**src/rtl/pipe_pkg.sv**
```systemverilog
// Shared constants for the pipeline boundary registers: NOP encoding,
// per-boundary payload widths and the default performance-counter width.
package pipe_pkg;

    localparam logic [15:0] NOP_INSTR = 16'h0000;

    // Payload widths for a 16-bit datapath (instruction, PC, operands, control)
    localparam int unsigned IFID_W  = 32;
    localparam int unsigned IDEX_W  = 64;
    localparam int unsigned EXMEM_W = 48;
    localparam int unsigned MEMWB_W = 40;

    localparam int unsigned CNT_W_DEF = 16;

endpackage

```
**src/rtl/pipe_reg_en.sv**
```systemverilog
// Generic register with synchronous reset value, load-constant and load enable.
// Priority: rst > ld_const > en.
module pipe_reg_en #(
    parameter int unsigned           WIDTH   = 16,
    parameter logic [WIDTH-1:0]      RST_VAL = '0
) (
    input  logic             clk,
    input  logic             rst,
    input  logic             en,
    input  logic             ld_const,
    input  logic [WIDTH-1:0] const_val,
    input  logic [WIDTH-1:0] d,
    output logic [WIDTH-1:0] q
);

    always_ff @(posedge clk) begin
        if (rst) begin
            q <= RST_VAL;
        end else if (ld_const) begin
            q <= const_val;
        end else if (en) begin
            q <= d;
        end
    end

endmodule

```
**src/rtl/pipe_stage_reg.sv**
```systemverilog
// One pipeline boundary: payload + valid with stall/flush, plus saturating
// stall and squash counters for hazard-unit debug.
module pipe_stage_reg
    import pipe_pkg::*;
#(
    parameter int unsigned      WIDTH      = 16,
    parameter logic [WIDTH-1:0] BUBBLE_VAL = '0,
    parameter int unsigned      CNT_W      = CNT_W_DEF
) (
    input  logic             clk,
    input  logic             rst,
    input  logic             stall,
    input  logic             flush,
    input  logic             in_valid,
    input  logic [WIDTH-1:0] in_data,
    input  logic             clr_cnt,
    output logic             out_valid,
    output logic [WIDTH-1:0] out_data,
    output logic [CNT_W-1:0] stall_cnt,
    output logic [CNT_W-1:0] squash_cnt
);

    localparam int unsigned     BUNDLE_W   = WIDTH + 1;
    localparam logic [BUNDLE_W-1:0] BUBBLE_BUNDLE = {1'b0, BUBBLE_VAL};
    localparam logic [CNT_W-1:0] CNT_MAX   = '1;

    logic [BUNDLE_W-1:0] bundle_q;
    logic                stall_hit;
    logic                squash_hit;

    // Valid rides in the MSB so flush/reset clear it together with the payload
    pipe_reg_en #(
        .WIDTH   (BUNDLE_W),
        .RST_VAL (BUBBLE_BUNDLE)
    ) u_bundle (
        .clk       (clk),
        .rst       (rst),
        .en        (!stall),
        .ld_const  (flush),
        .const_val (BUBBLE_BUNDLE),
        .d         ({in_valid, in_data}),
        .q         (bundle_q)
    );

    assign out_valid = bundle_q[WIDTH];
    assign out_data  = bundle_q[WIDTH-1:0];

    // Only real instructions are counted; flush takes precedence over stall
    assign squash_hit = flush & out_valid;
    assign stall_hit  = stall & ~flush & out_valid;

    always_ff @(posedge clk) begin
        if (rst || clr_cnt) begin
            stall_cnt  <= '0;
            squash_cnt <= '0;
        end else begin
            if (stall_hit && (stall_cnt != CNT_MAX)) begin
                stall_cnt <= stall_cnt + CNT_W'(1);
            end
            if (squash_hit && (squash_cnt != CNT_MAX)) begin
                squash_cnt <= squash_cnt + CNT_W'(1);
            end
        end
    end

endmodule

```
**config.mk**
```make
export PLATFORM = sky130hd
export DESIGN_NAME = pipe_stage_reg
export DESIGN_NICKNAME = d
export VERILOG_FILES = /design/src/rtl/pipe_pkg.sv /design/src/rtl/pipe_reg_en.sv /design/src/rtl/pipe_stage_reg.sv
export SDC_FILE = /design/constraint.sdc
export NUM_CORES = 1
export LEC_CHECK = 0
export ABC_AREA = 1
export CORE_MARGIN = 2
export CORE_UTILIZATION = 40
export DETAILED_ROUTE_END_ITERATION = 12
export PLACE_DENSITY_LB_ADDON = 0.2
export SLEW_MARGIN = 10
export SYNTH_ARGS = -nofsm -noshare
export SYNTH_HDL_FRONTEND = slang
export SYNTH_SLANG_ARGS = --single-unit
```
**constraint.sdc**
```tcl
create_clock -name clk -period 4.2 [get_ports clk]
set_input_delay 0.63 -clock clk [delete_from_list [all_inputs] [get_ports clk]]
set_output_delay 0.63 -clock clk [all_outputs]
set_load 0.02 [all_outputs]
```
==> flow_metrics.tcl <==
set metrics [dict create \
    critPathKind "in -> reg" \
    number_of_enable_type_register_cells_in_the_synthesized_netlist 0 \
    r2r_end "squash_cnt[15]$_SDFFE_PP0P_" \
    r2r_cells 6 \
    required_time_of_the_critical_path_ps 4400 \
    start_util 0.4162 \
    r2r_start "squash_cnt[0]$_SDFFE_PP0P_" \
    cts_tree "built" \
    comb_power_frac 0.075 \
    critical_path_arrival_ps 2550 \
    syn_inst 346 \
    tightest_slew_margin_relative_to_the_limit 0.5495 \
    yosys_register_bits 49 \
    die_width_um 79.93 \
    synth_async_sr_flop_share 0 \
    placedInstanceArea_um2 3055 \
    core_area_um2 5540 \
    timing.final.setup_violations 0 \
    antenna_viol_nets_final 0 \
    post-synth-top-area-fraction 0.4254 \
    critPathLaunchType "input pin" \
    detailroute.via_count 2412 \
    remaining_overflow_grt 0 \
    cp_common_cell "sky130_fd_sc_hd__nand2_1" \
    dp_worst_setup_slack_ps 1534 \
    rows 27 \
    cts-buffers-inserted 5 \
    first_iter_violations 96 \
    clkPwrFrac 0.394 \
    postLayoutCoreUtil 0.5725 \
    clkTransAtPathRegs_ps 90 \
    report.final.hold_viol_count 0 \
    worstSkewPairLatency_ps 310 \
    run_status "finished, final reports clean" \
    type_of_the_tightest_min_delay_check "reg -> reg" \
    diodes 0 \
    power.density_cell_area_nw_per_um2 280.2 \
    timing.max_cap.violations 0 \
    num-nets-final 439 \
    vias_per_cell 4.943 \
    dominantRegCellSynth "sky130_fd_sc_hd__dfxtp_1" \
    worstPathMaxFanout 19 \
    die_h_um 79.93 \
    cp_slowest_stage_delay_ps 900 \
    worst_slew_pin_slew_ps 673.6 \
    synth_nets 370 \
    worst-r2r-setup-slack_ps 2530 \
    maxClockFrequency_ghz 0.4263 \
    vdd_drop_max_mv 0.1885 \
    post_synth_most_frequent_cells "105 x sky130_fd_sc_hd__nand2_1, 61 x sky130_fd_sc_hd__nor2_1, 49 x sky130_fd_sc_hd__dfxtp_1" \
    end_kind "register" \
    synth_to_final_area_change_pct 37.55 \
    fin_setup_tns_ps 0 \
    yosys-top-cells-area "sky130_fd_sc_hd__dfxtp_1 43%, sky130_fd_sc_hd__nand2_1 17%, sky130_fd_sc_hd__nor2_1 9.9%" \
    wirelength_mm 5.514 \
    maxSlewViolCount 0 \
    yosys_warnings 0 \
    first_global_vias 2142 \
    firstDrtPassIters 5 \
    synth.cell_area_um2 2306 \
    drive_gt1_frac 0.04327 \
    timing.clock.skew_ps 5.819 \
    timing.hold.worst_endpoint "u_bundle.q[15]$_SDFFE_PP0N_" \
    post_synth.cell_area_avg_um2 6.665 \
    sequentialPowerShare 0.532 \
    grt_start_max_net_pins 29 \
    worstPathCellList "clkdlybuf4s50_1 -> nand3_2 -> inv_1 -> nand2_1 -> nor2_2 -> nand3_1 -> nand2_1 -> nor2_1" \
    post_cts.resized_instances 0 \
    area_of_the_die_um2 6388 \
    post_cts_hold_fix_bufs 0 \
    rsz0062_at_grt "no" \
    place.gp.congestion 0.7958 \
    detailedPlacementHpwl_mm 4.060 \
    drc_violations_left 0 \
    hold_path_startpoint "u_bundle.q[15]$_SDFFE_PP0N_" \
    global_route.usage.total 0.1824 \
    port_buffers 70 \
    final_setup_slack_of_the_worst_path_ps 1854 \
    synth_area_leader_cell "sky130_fd_sc_hd__dfxtp_1" \
    hold-path-cell-count 2 \
    synth_cell_type_count 27 \
    cellLeakagePower_nw 1.097 \
    sw_frac_of_total 0.2149 \
    cts_max_level 2 \
    clock-sinks 49 \
    timing.final.crit_share 0.5585 \
    finalWorstPathRequiredPeriod_ps 2346 \
    power.net_switching_w 0.0001910 \
    internal_power_w 0.0006978 \
    synth_most_common_cell "sky130_fd_sc_hd__nand2_1" \
    post-cts-setup-buffers 0 \
    synth_seq_area_share 0.4254 \
    critPathSlowestCell "sky130_fd_sc_hd__clkdlybuf4s50_1" \
    clock_root_buffer "sky130_fd_sc_hd__clkbuf_8" \
    grt_antenna_before_repair 0 \
    io_pins 71 \
    design_area_um2 3172 \
    drt-wirelength-per-cell_um 11.30 \
    cts.path.max_buffers 2 \
    grt_first_pass_wirelength_mm 9.225 \
]
[metrics by stage]
stage	total power (W)	std cells	hold slack (ps)
3_5_place_dp	0.0005505	480	455.0
4_1_cts	0.0009049	488	468.2
3_3_place_gp	0.0005500	480	451.0
2_1_floorplan	0.0005149	346	541.6
5_1_grt	0.0009230	488	490.3
6_report	0.0008887	488	466.1
[power groups by stage]
stage	clock network (W)	registers (W)	logic (W)
final	0.000350	0.000473	0.0000662
after global routing	0.000376	0.000474	0.0000730
after CTS	0.000365	0.000473	0.0000671
after detailed placement	0	0.000484	0.0000670
after global placement	0	0.000483	0.0000665
after floorplan	0	0.000490	0.0000249
[worst max path at each step]
stage / start / end / slack, ps / cells past startpoint
6_report: stall / stall_cnt[7]$_SDFFE_PP0P_ / 1850 / 8
5_1_grt: stall / stall_cnt[7]$_SDFFE_PP0P_ / 1630 / 8
4_1_cts: stall / stall_cnt[7]$_SDFFE_PP0P_ / 1870 / 8
3_5_place_dp: stall / stall_cnt[7]$_SDFFE_PP0P_ / 1530 / 8
3_3_place_gp: stall / stall_cnt[15]$_SDFFE_PP0P_ / 1590 / 8
2_1_floorplan: stall / stall_cnt[11]$_SDFFE_PP0P_ / 2590 / 9
[cell families after synthesis]
logic type	after synthesis	share of synthesized area
adder cells (fa/ha/maj)	2	0.01085
XOR/XNOR	3	0.01140
AND/OR/NAND/NOR	213	0.3890
flip-flops	49	0.4254
buffers and inverters	30	0.05534
AO/OA/AOI/OAI	49	0.1080
[registers in the layout, summed over array words and instances (netlist names)]
signal and cells:
u_bundle.q 17, squash_cnt 16, stall_cnt 16
[layer usage]
metal,global-route usage,vias up,share of wire
met1,0.2200,1084,0.45
met4,0.06780,0,0.013
met5,0,-,0
met2,0.2992,73,0.46
li1,-,1249,-
met3,0.06222,6,0.078
[worst max-delay path: cells and delay by family]
family        cells  cell delay, ps
buf+inv           2            1010
simple gates      6             900
[placed cells by master (no fill, tap or decap), types with 2 or more instances in the layout]
cell type and n:
sky130_fd_sc_hd__a21oi_1 40, sky130_fd_sc_hd__clkbuf_8 6, sky130_fd_sc_hd__nor2_1 61, sky130_fd_sc_hd__nor2_2 3, sky130_fd_sc_hd__o21ai_0 7, sky130_fd_sc_hd__ha_1 2, sky130_fd_sc_hd__xor2_1 2, sky130_fd_sc_hd__clkdlybuf4s50_1 70
sky130_fd_sc_hd__nand4_1 5, sky130_fd_sc_hd__nand3_1 26, sky130_fd_sc_hd__nor3_1 3, sky130_fd_sc_hd__nand2_1 105, sky130_fd_sc_hd__nand2_2 3, sky130_fd_sc_hd__dfxtp_1 49, sky130_fd_sc_hd__inv_1 20, sky130_fd_sc_hd__nor2_4 2
[cell type report]
type	count	area (µm²)
clock buffers	7	86.33
clock inverters	1	30.03
fillers	557	2369
inverters	21	78.83
multi-input cells	267	1197
flip-flops and latches	49	980.9
well taps	72	90.09
repair buffers	71	708.2
No activity file was read; power rests on OpenSTA's default activity.
